--- config.mk ---
export PLATFORM = sky130hd
export DESIGN_NAME = clock_core_param
export DESIGN_NICKNAME = d
export VERILOG_FILES = /design/src/rtl/clock_core_param.sv
export SDC_FILE = /design/constraint.sdc
export NUM_CORES = 1
export LEC_CHECK = 0
export BUFFER_PORTS_ARGS = -buffer_cell sky130_fd_sc_hd__buf_2
export CORE_UTILIZATION = 40
export CTS_CLUSTER_SIZE = 16
export DETAILED_ROUTE_END_ITERATION = 8
export GPL_ROUTABILITY_DRIVEN = 0
export PLACE_DENSITY = 0.72
export SYNTH_ARGS = -nofsm -noshare
export SYNTH_HDL_FRONTEND = slang
export SYNTH_SLANG_ARGS = --single-unit
--- constraint.sdc ---
create_clock -name clk -period 2.5 [get_ports clk]
set_clock_uncertainty 0.1 [all_clocks]
set_input_delay 0.375 -clock clk [delete_from_list [all_inputs] [get_ports clk]]
set_output_delay 0.375 -clock clk [all_outputs]
set_load 0.005 [all_outputs]
--- src/rtl/clock_core_param.sv ---
// clock_core_param: parameterised time-of-day core with sub-second counter,
// manual field adjust, 12/24-hour display, alarm and day-rollover pulses.
//
// Ports:
//   clk           system clock, rising-edge active
//   reset         asynchronous active-high reset
//   i_run         1 = prescaler and time fields advance, 0 = hold
//   i_sel[1:0]    adjust target: 00 sec, 01 min, 10 hour, 11 none
//   i_inc, i_dec  single-cycle adjust pulses (+1 / -1 on selected field)
//   i_mode12      display format: 1 = 12-hour, 0 = 24-hour
//   i_alarm_en    alarm enable
//   i_alarm_min   alarm minute (0..59)
//   i_alarm_hour  alarm hour (0..23)
//   o_msec        sub-second count, 0..SUB_COUNT-1
//   o_sec, o_min  seconds / minutes, 0..59
//   o_hour        display hour (combinational from the internal hour)
//   o_pm          1 when the internal hour >= 12
//   o_alarm       one-cycle alarm pulse (registered)
//   o_day         one-cycle day-rollover pulse (registered)
module clock_core_param #(
  parameter int unsigned FCOUNT    = 1_000_000,
  parameter int unsigned SUB_COUNT = 100
) (
  input  logic       clk,
  input  logic       reset,
  input  logic       i_run,
  input  logic [1:0] i_sel,
  input  logic       i_inc,
  input  logic       i_dec,
  input  logic       i_mode12,
  input  logic       i_alarm_en,
  input  logic [5:0] i_alarm_min,
  input  logic [4:0] i_alarm_hour,
  output logic [6:0] o_msec,
  output logic [5:0] o_sec,
  output logic [5:0] o_min,
  output logic [4:0] o_hour,
  output logic       o_pm,
  output logic       o_alarm,
  output logic       o_day
);

  localparam int unsigned PW = (FCOUNT > 1) ? $clog2(FCOUNT) : 1;

  logic [PW-1:0] presc_q, presc_nxt;
  logic [6:0]    msec_q,  msec_nxt;
  logic [5:0]    sec_q,   sec_nxt;
  logic [5:0]    min_q,   min_nxt;
  logic [4:0]    hour_q,  hour_nxt;
  logic          alarm_q, alarm_nxt;
  logic          day_q,   day_nxt;

  logic tick, msec_wrap, sec_wrap, min_wrap, hour_wrap;
  logic adj_ok, adj_sec, adj_min, adj_hour;
  logic alarm_valid;

  // Modular +1 / -1 within 0..max, used by manual adjust only.
  function automatic logic [5:0] adj_step(input logic [5:0] v, input logic [5:0] max,
                                          input logic up);
    if (up) return (v == max) ? 6'd0 : 6'(v + 6'd1);
    else    return (v == 6'd0) ? max : 6'(v - 6'd1);
  endfunction

  // Same-cycle carry chain, evaluated from current register values.
  always_comb begin
    tick      = i_run && (presc_q == PW'(FCOUNT - 1));
    msec_wrap = tick && (msec_q == 7'(SUB_COUNT - 1));
    sec_wrap  = msec_wrap && (sec_q == 6'd59);
    min_wrap  = sec_wrap && (min_q == 6'd59);
    hour_wrap = min_wrap && (hour_q == 5'd23);
  end

  // Adjust decode: exactly one of inc/dec and a real target.
  always_comb begin
    adj_ok   = (i_inc ^ i_dec) && (i_sel != 2'b11);
    adj_sec  = adj_ok && (i_sel == 2'b00);
    adj_min  = adj_ok && (i_sel == 2'b01);
    adj_hour = adj_ok && (i_sel == 2'b10);
    alarm_valid = (i_alarm_min <= 6'd59) && (i_alarm_hour <= 5'd23);
  end

  // Next-state: counting first, then adjust overrides the selected field.
  always_comb begin
    presc_nxt = presc_q;
    msec_nxt  = msec_q;
    sec_nxt   = sec_q;
    min_nxt   = min_q;
    hour_nxt  = hour_q;
    alarm_nxt = 1'b0;
    day_nxt   = 1'b0;

    if (tick)       presc_nxt = '0;
    else if (i_run) presc_nxt = presc_q + PW'(1);

    if (msec_wrap) msec_nxt = 7'd0;
    else if (tick) msec_nxt = msec_q + 7'd1;

    if (sec_wrap)       sec_nxt = 6'd0;
    else if (msec_wrap) sec_nxt = sec_q + 6'd1;

    if (min_wrap)      min_nxt = 6'd0;
    else if (sec_wrap) min_nxt = min_q + 6'd1;

    if (hour_wrap)     hour_nxt = 5'd0;
    else if (min_wrap) hour_nxt = hour_q + 5'd1;

    // Adjust wins over any carry landing on the same field.
    if (adj_sec) begin
      sec_nxt   = adj_step(sec_q, 6'd59, i_inc);
      msec_nxt  = 7'd0;
      presc_nxt = '0;
    end
    if (adj_min)  min_nxt  = adj_step(min_q, 6'd59, i_inc);
    if (adj_hour) hour_nxt = 5'(adj_step(6'(hour_q), 6'd23, i_inc));

    // Alarm only on a carry-driven minute boundary, never on a manual set.
    alarm_nxt = i_alarm_en && sec_wrap && !adj_sec && alarm_valid &&
                (hour_nxt == i_alarm_hour) && (min_nxt == i_alarm_min);
    day_nxt   = hour_wrap && !adj_hour;
  end

  // State register.
  always_ff @(posedge clk or posedge reset) begin
    if (reset) begin
      presc_q <= '0;
      msec_q  <= 7'd0;
      sec_q   <= 6'd0;
      min_q   <= 6'd0;
      hour_q  <= 5'd0;
      alarm_q <= 1'b0;
      day_q   <= 1'b0;
    end else begin
      presc_q <= presc_nxt;
      msec_q  <= msec_nxt;
      sec_q   <= sec_nxt;
      min_q   <= min_nxt;
      hour_q  <= hour_nxt;
      alarm_q <= alarm_nxt;
      day_q   <= day_nxt;
    end
  end

  // Display hour: 12-hour mode maps 0 -> 12 and 13..23 -> 1..11.
  always_comb begin
    o_hour = hour_q;
    if (i_mode12) begin
      if (hour_q == 5'd0)       o_hour = 5'd12;
      else if (hour_q > 5'd12)  o_hour = hour_q - 5'd12;
    end
  end

  assign o_pm    = (hour_q >= 5'd12);
  assign o_msec  = msec_q;
  assign o_sec   = sec_q;
  assign o_min   = min_q;
  assign o_alarm = alarm_q;
  assign o_day   = day_q;

endmodule

==> results.toml, run 1 <==
[final_layout]
drive_gt1_share_pct = 30.3
seq_area_sq_um = 1150
areaGrowthSynthToFinish_pct = 31.2
nFillCells = 777
multi_input_area_sq_um = 2250
final_cells = 673
fin_area_sq_um = 4640
antenna_cells = 0
nets = 602

[setup_path]
crit_type = "flip-flop to flip-flop"
end_kind = "flip-flop"
cp_max_fo = 9
start_kind = "flip-flop"
critPathRequiredTime_ns = 2.61
worstPathArrival_ns = 2.82
reg2reg_setup_slack_ns = -0.21
rr_endpoint = "o_alarm"
crit_start = "o_msec[4]"
r2r_cells = 9
r2r_start = "o_msec[4]"

[drt]
vias_per_cell = 5.55
first_pass_iters = 5
routed_wl_microns = 9940
drt_iter0_drc = 167
drc = 0
ant_nets = 0
drt-wirelength-per-cell_microns = 14.8
vias = 3734

[sta]
setup_viol = 1
whs_ns = -0.000567
worst_pin_slew_ns = 0.525
fin_crit_sh_pct = 108
tns_ns = -0.212
slew_headroom_pct = 64.9
timing.final.hold_violations = 1
timing.fmax_mhz = 369
drv_slew = 0
setup_ws_ns = -0.212
min_period_ns = 2.71
rsz0062_at_grt = "yes"

[synthesis]
synth_edf_count = 0
syn_area_per_cell_sq_um = 8.04
synth_cell_types = 61
synth_common_cells = "51 x nand2_1, 46 x dfrtp_1, 44 x nor2_1, 32 x a21oi_1, 31 x o21ai_0"
yosysTopAreaCellShare_pct = 32.5
synth_top_cell_by_area = "dfrtp_1"
yosys-top-cells-area = "dfrtp_1 33%, nand2_1 5.4%, ha_1 5.0%"
synth_nets = 474
async_flop_share_pct = 100
yosysMostFrequentCell = "nand2_1"
netlist_area_sq_um = 3540
synthFlopType = "dfrtp_1"
synth.ff_latch_count = 46
yosysWarnings = 0
ys_seq_area_share_pct = 32.5
synth_cells = 440

[floorplanning]
dieArea_sq_um = 9220
start_util_pct = 42.2
die_width_microns = 96.0
ios = 47
fp.coreArea_sq_um = 8380
fp.dieH_microns = 96.0
rows = 33

[pwr]
p_int_w = 0.00217
pwr-share-clk_pct = 12.3
powerDensity_nw_per_um2 = 797
leakagePower_nw = 2.19
power_frac_comb_pct = 60.3
sequentialPowerShare_pct = 27.5
p_switching_w = 0.00153
ir_worst_vdd_mv = 0.424
swShare_pct = 41.3

[global_routing]
grt_usage_pct = 23.7
grt_max_degree = 21
grt_overflow_total = 0
grt_pass1_vias = 3602
antenna_found_initial = 0
grt_pass1_wl_microns = 16900

[place]
place.port_buffers = 46
place_hpwl_microns = 7860
place_area_sq_um = 4520
placed_cells = 666

[clocking]
cts_inserted_buffers = 5
path_clk_slew_ns = 0.09
post-cts-setup-buffers = 0
cts_tree = "built"
cts_buffer_depth = 2
htreeDepth = 2
cts_num_sinks = 46
clock_latency_ns = 0.30
hold_buffers = 0
root_buffer = "clkbuf_8"

[run_status]
status = "finished, violations left"
violations = "hold timing, setup timing"

[job]
maxCapViolCount = 0

[hold_path]
hold_path.class = "primary input to async pin"
-- how the worst max path moves through the flow --
stage,end,cells after the start
2_1_floorplan,o_alarm,9
3_3_place_gp,o_alarm,8
3_5_place_dp,o_alarm,9
4_1_cts,o_alarm,9
5_1_grt,o_alarm,9
6_report,o_alarm,9
-- stage by stage --
stage	setup slack [ns]	hold slack, ns	util (%)	total power [W]
3_5_place_dp	-0.192	0.348	54.0	0.00322
3_3_place_gp	-0.129	0.335	54.0	0.00316
5_1_grt	-0.349	0.0261	55.4	0.00402
4_1_cts	-0.187	0.0138	55.2	0.00370
2_1_floorplan	-0.0559	0.393	-	0.00226
6_report	-0.212	-0.000567	55.4	0.00370
-- what timing repair did --
item	4_1_cts	5_1_grt
endpoints found under the setup margin	1	2
pin swaps	1	1
gates resized for setup	5	3
-- metal layers --
metal	global-route usage (%)	part of all wire [%]	up-vias
li1	-	-	1835
met1	32.6	45	1771
met2	38.8	48	117
met3	2.61	5.1	11
met4	7.21	1.5	0
met5	0	0	-
-- final cells by class --
type	instances	share of cell area [%]
inverter	18	1.46
sequential	46	24.8
multi-input combinational	354	48.4
clock inverter	1	0.162
tap	105	2.83
timing repair buffer	143	20.7
clock buffer	6	1.56
-- sequential cells by signal, indices dropped and copies added, names as in the netlist --
signal / count
o_alarm: 1
o_day: 1
o_min: 6
o_msec: 7
hour_q: 5
presc_q: 20
o_sec: 6
-- layout by cell type, fill, tap and decap left out, drive strengths merged, types with 3 or more instances in the layout --
master and instances:
buf 143, nand2 51, dfrtp 46, nor2 45
a21oi 32, o21ai 31, nand3 21, inv 18
xnor2 17, nor3 17, xor2 16, ha 14
or3 11, nand4 11, and3 8, a31oi 7
a211oi 7, o211ai 6, clkbuf 6, mux2i 5
and2 4, nand2b 4, o31ai 4, o2111ai 3
o21a 3, o22ai 3, nor4 3
-- power groups by stage --
stage | sequential, W | combinational, W | clock (W)
floorplan | 0.00107 | 0.00119 | 0
global placement | 0.00102 | 0.00214 | 0
detailed placement | 0.00103 | 0.00219 | 0
CTS | 0.00101 | 0.00221 | 0.000472
global route | 0.00104 | 0.00248 | 0.000494
finish | 0.00102 | 0.00223 | 0.000455
-- worst max-delay path, cell delays in order, from the launching register on --
cell and delay, ns:
dfrtp_1 0.39, or4b_4 0.56, nor4_4 0.18, and3_1 0.21, buf_6 0.14, nand2_4 0.06, mux2i_1 0.17, o211ai_1 0.11
or4_4 0.56, nor4_4 0.14
-- kinds of logic after synthesis --
family | after synthesis | synth area share [%]
simple gates | 192 | 27.8
compound gates | 108 | 18.9
flops | 46 | 32.5
buf+inv | 40 | 5.02
xor+xnor | 33 | 8.17
fa+ha+maj | 14 | 4.95
mux | 7 | 2.69
Note: power is estimated with default switching activity, not from simulation.
==> run 2: changes to the inputs <==
==> constraint.sdc (replaced) <==
create_clock -name clk -period 2.5 [get_ports clk]
set_clock_uncertainty 0.1 [all_clocks]
set_input_delay 0.125 -clock clk [delete_from_list [all_inputs] [get_ports clk]]
set_output_delay 0.125 -clock clk [all_outputs]
set_load 0.005 [all_outputs]
==> run 2 against run 1 <==
Net effect: sequential cell count did not move; largest power group unchanged; die area is the same; total power is 1.5% higher; worst hold slack improved by 0.075 ns; fmax is 2.4% higher; the run ends with setup timing left; routed wire length is 2.5% lower; sequential power is essentially flat; cell area shrank 0.46%; clock power increased by 28%; combinational power fell by 4%; core utilization is 0.25 points lower; critical path depth stayed put.
==> results.toml, run 2 (synthesis results as in run 1) <==
[setup_path]
slowest_delay_ns = 0.56
crit_start = "o_msec[4]"
start_kind = "flip-flop"
cp_max_fo = 4
crit_buf_inv = 1
critPathSlowestCell = "or4b_4"
worstPathArrival_ns = 2.76
end_kind = "flip-flop"
r2r_start = "o_msec[4]"
critPathRequiredTime_ns = 2.61
crit_path_cell_trace = "or4b_4 -> nor4_4 -> and3_4 -> buf_4 -> nand2_2 -> mux2i_1 -> o211ai_1 -> or4_4 -> nor4_2"
crit_type = "flip-flop to flip-flop"
path_delay_family = "simple AND/OR/NAND/NOR gates"

[final_layout]
fin_area_sq_um = 4620
regMostFlops = "presc_q"
largest_register_ffs = 20
final_cells = 668
areaGrowthSynthToFinish_pct = 30.6
drive_gt1_share_pct = 29.5
final_common_cell = "buf_4"
antenna_cells = 0
nets = 596
layout_common_cells = "90 x buf_4, 49 x nand2_1, 46 x buf_2"

[sta]
tns_ns = -0.149
whs_ns = 0.0740
timing.fmax_mhz = 378
fin_crit_sh_pct = 106
slew_headroom_pct = 66.4
timing.final.hold_violations = 0
setup_ws_ns = -0.149
setup_viol = 1
worst_pin_slew_ns = 0.500
min_period_ns = 2.65
rsz0062_at_grt = "yes"
drv_slew = 0

[clocking]
htreeDepth = 2
clock_latency_ns = 0.30
post-cts-setup-buffers = 0
cts_tree = "built"
cts_buffer_depth = 2
cts_num_sinks = 46
root_buffer = "clkbuf_8"
path_clk_slew_ns = 0.09
cts_inserted_buffers = 5

[place]
place_hpwl_microns = 7740
placed_cells = 659
place.port_buffers = 46
place_area_sq_um = 4470

[job]
maxCapViolCount = 0

[drt]
drt-wirelength-per-cell_microns = 14.5
drc = 0
routed_wl_microns = 9690
ant_nets = 0
vias_per_cell = 5.58
first_pass_iters = 5
vias = 3729
drt_iter0_drc = 179

[floorplanning]
fp.dieH_microns = 96.0
fp.coreArea_sq_um = 8380
rows = 33
dieArea_sq_um = 9220
ios = 47
die_width_microns = 96.0
start_util_pct = 42.2

[global_routing]
grt_overflow_total = 0
antenna_found_initial = 0
grt_pass1_vias = 3589
grt_max_degree = 24
grt_pass1_wl_microns = 16500
grt_usage_pct = 22.9

[pwr]
leakagePower_nw = 2.16
ir_worst_vdd_mv = 0.433
powerDensity_nw_per_um2 = 812

[hold_path]
hold_path.startpoint = "i_alarm_hour[0]"
hold_path.class = "primary input to flip-flop"

[run_status]
violations = "setup timing"
status = "finished, violations left"
==> run 2: routing by layer <==
layer  wire length [microns]  global-route usage [%]  up-vias
met5                       0                       0        -
met4                     202                    7.71        0
met3                     706                    3.79       16
met2                    4450                    37.1      135
met1                    4330                    31.0     1746
li1                        -                       -     1832
==> run 2: layout make-up <==
cell class / instances / area, sq um
well taps: 105 / 131
multi-input cells: 354 / 2240
fillers: 760 / 3760
inverters: 18 / 67.6
repair buffers: 137 / 916
clock buffers: 7 / 86.3
clock inverters: 1 / 30.0
flip-flops and latches: 46 / 1150
==> run 2: through the flow <==
step	util (%)	total power (W)	setup WS [ns]
5_1_grt	55.1	0.00409	-0.337
6_report	55.1	0.00375	-0.149
3_3_place_gp	53.4	0.00311	-0.122
2_1_floorplan	-	0.00226	-0.0559
4_1_cts	54.9	0.00376	-0.153
3_5_place_dp	53.4	0.00316	-0.252
==> run 2: path summary, 6_finish.rpt <==
| check | to | slack, ns | cells past startpoint |
|---|---|---|---|
| hold reg to reg | presc_q[19] | 0.48 | 2 |
| setup reg to reg | o_alarm | -0.15 | 9 |
| max in group asynchronous | o_sec[2] | 1.34 | 4 |
| setup / recovery | o_alarm | -0.15 | 9 |
| hold / removal | o_alarm | 0.07 | 4 |
| min in group asynchronous | presc_q[2] | 0.29 | 3 |
==> run 2: power breakdown <==
part	switching [W]	internal, W	leakage (nW)
combinational	0.00110	0.00105	1.49
clock	0.000256	0.000326	0.0585
sequential	0.000129	0.000894	0.603
==> run 2: what timing repair did <==
item                                    4_1_cts  5_1_grt
endpoints found under the setup margin        1        2
pin swaps                                     1        1
gates resized for setup                       2        4
endpoints found under the hold margin        21        0
hold buffers                                  1        0
==> run 2: worst register-to-register path: cells and delay by family (launching register included) <==
kind / cells / cell delay [ns]
compound gates: 1 / 0.10
buf+inv: 1 / 0.12
flops: 1 / 0.39
mux: 1 / 0.14
simple gates: 6 / 1.71
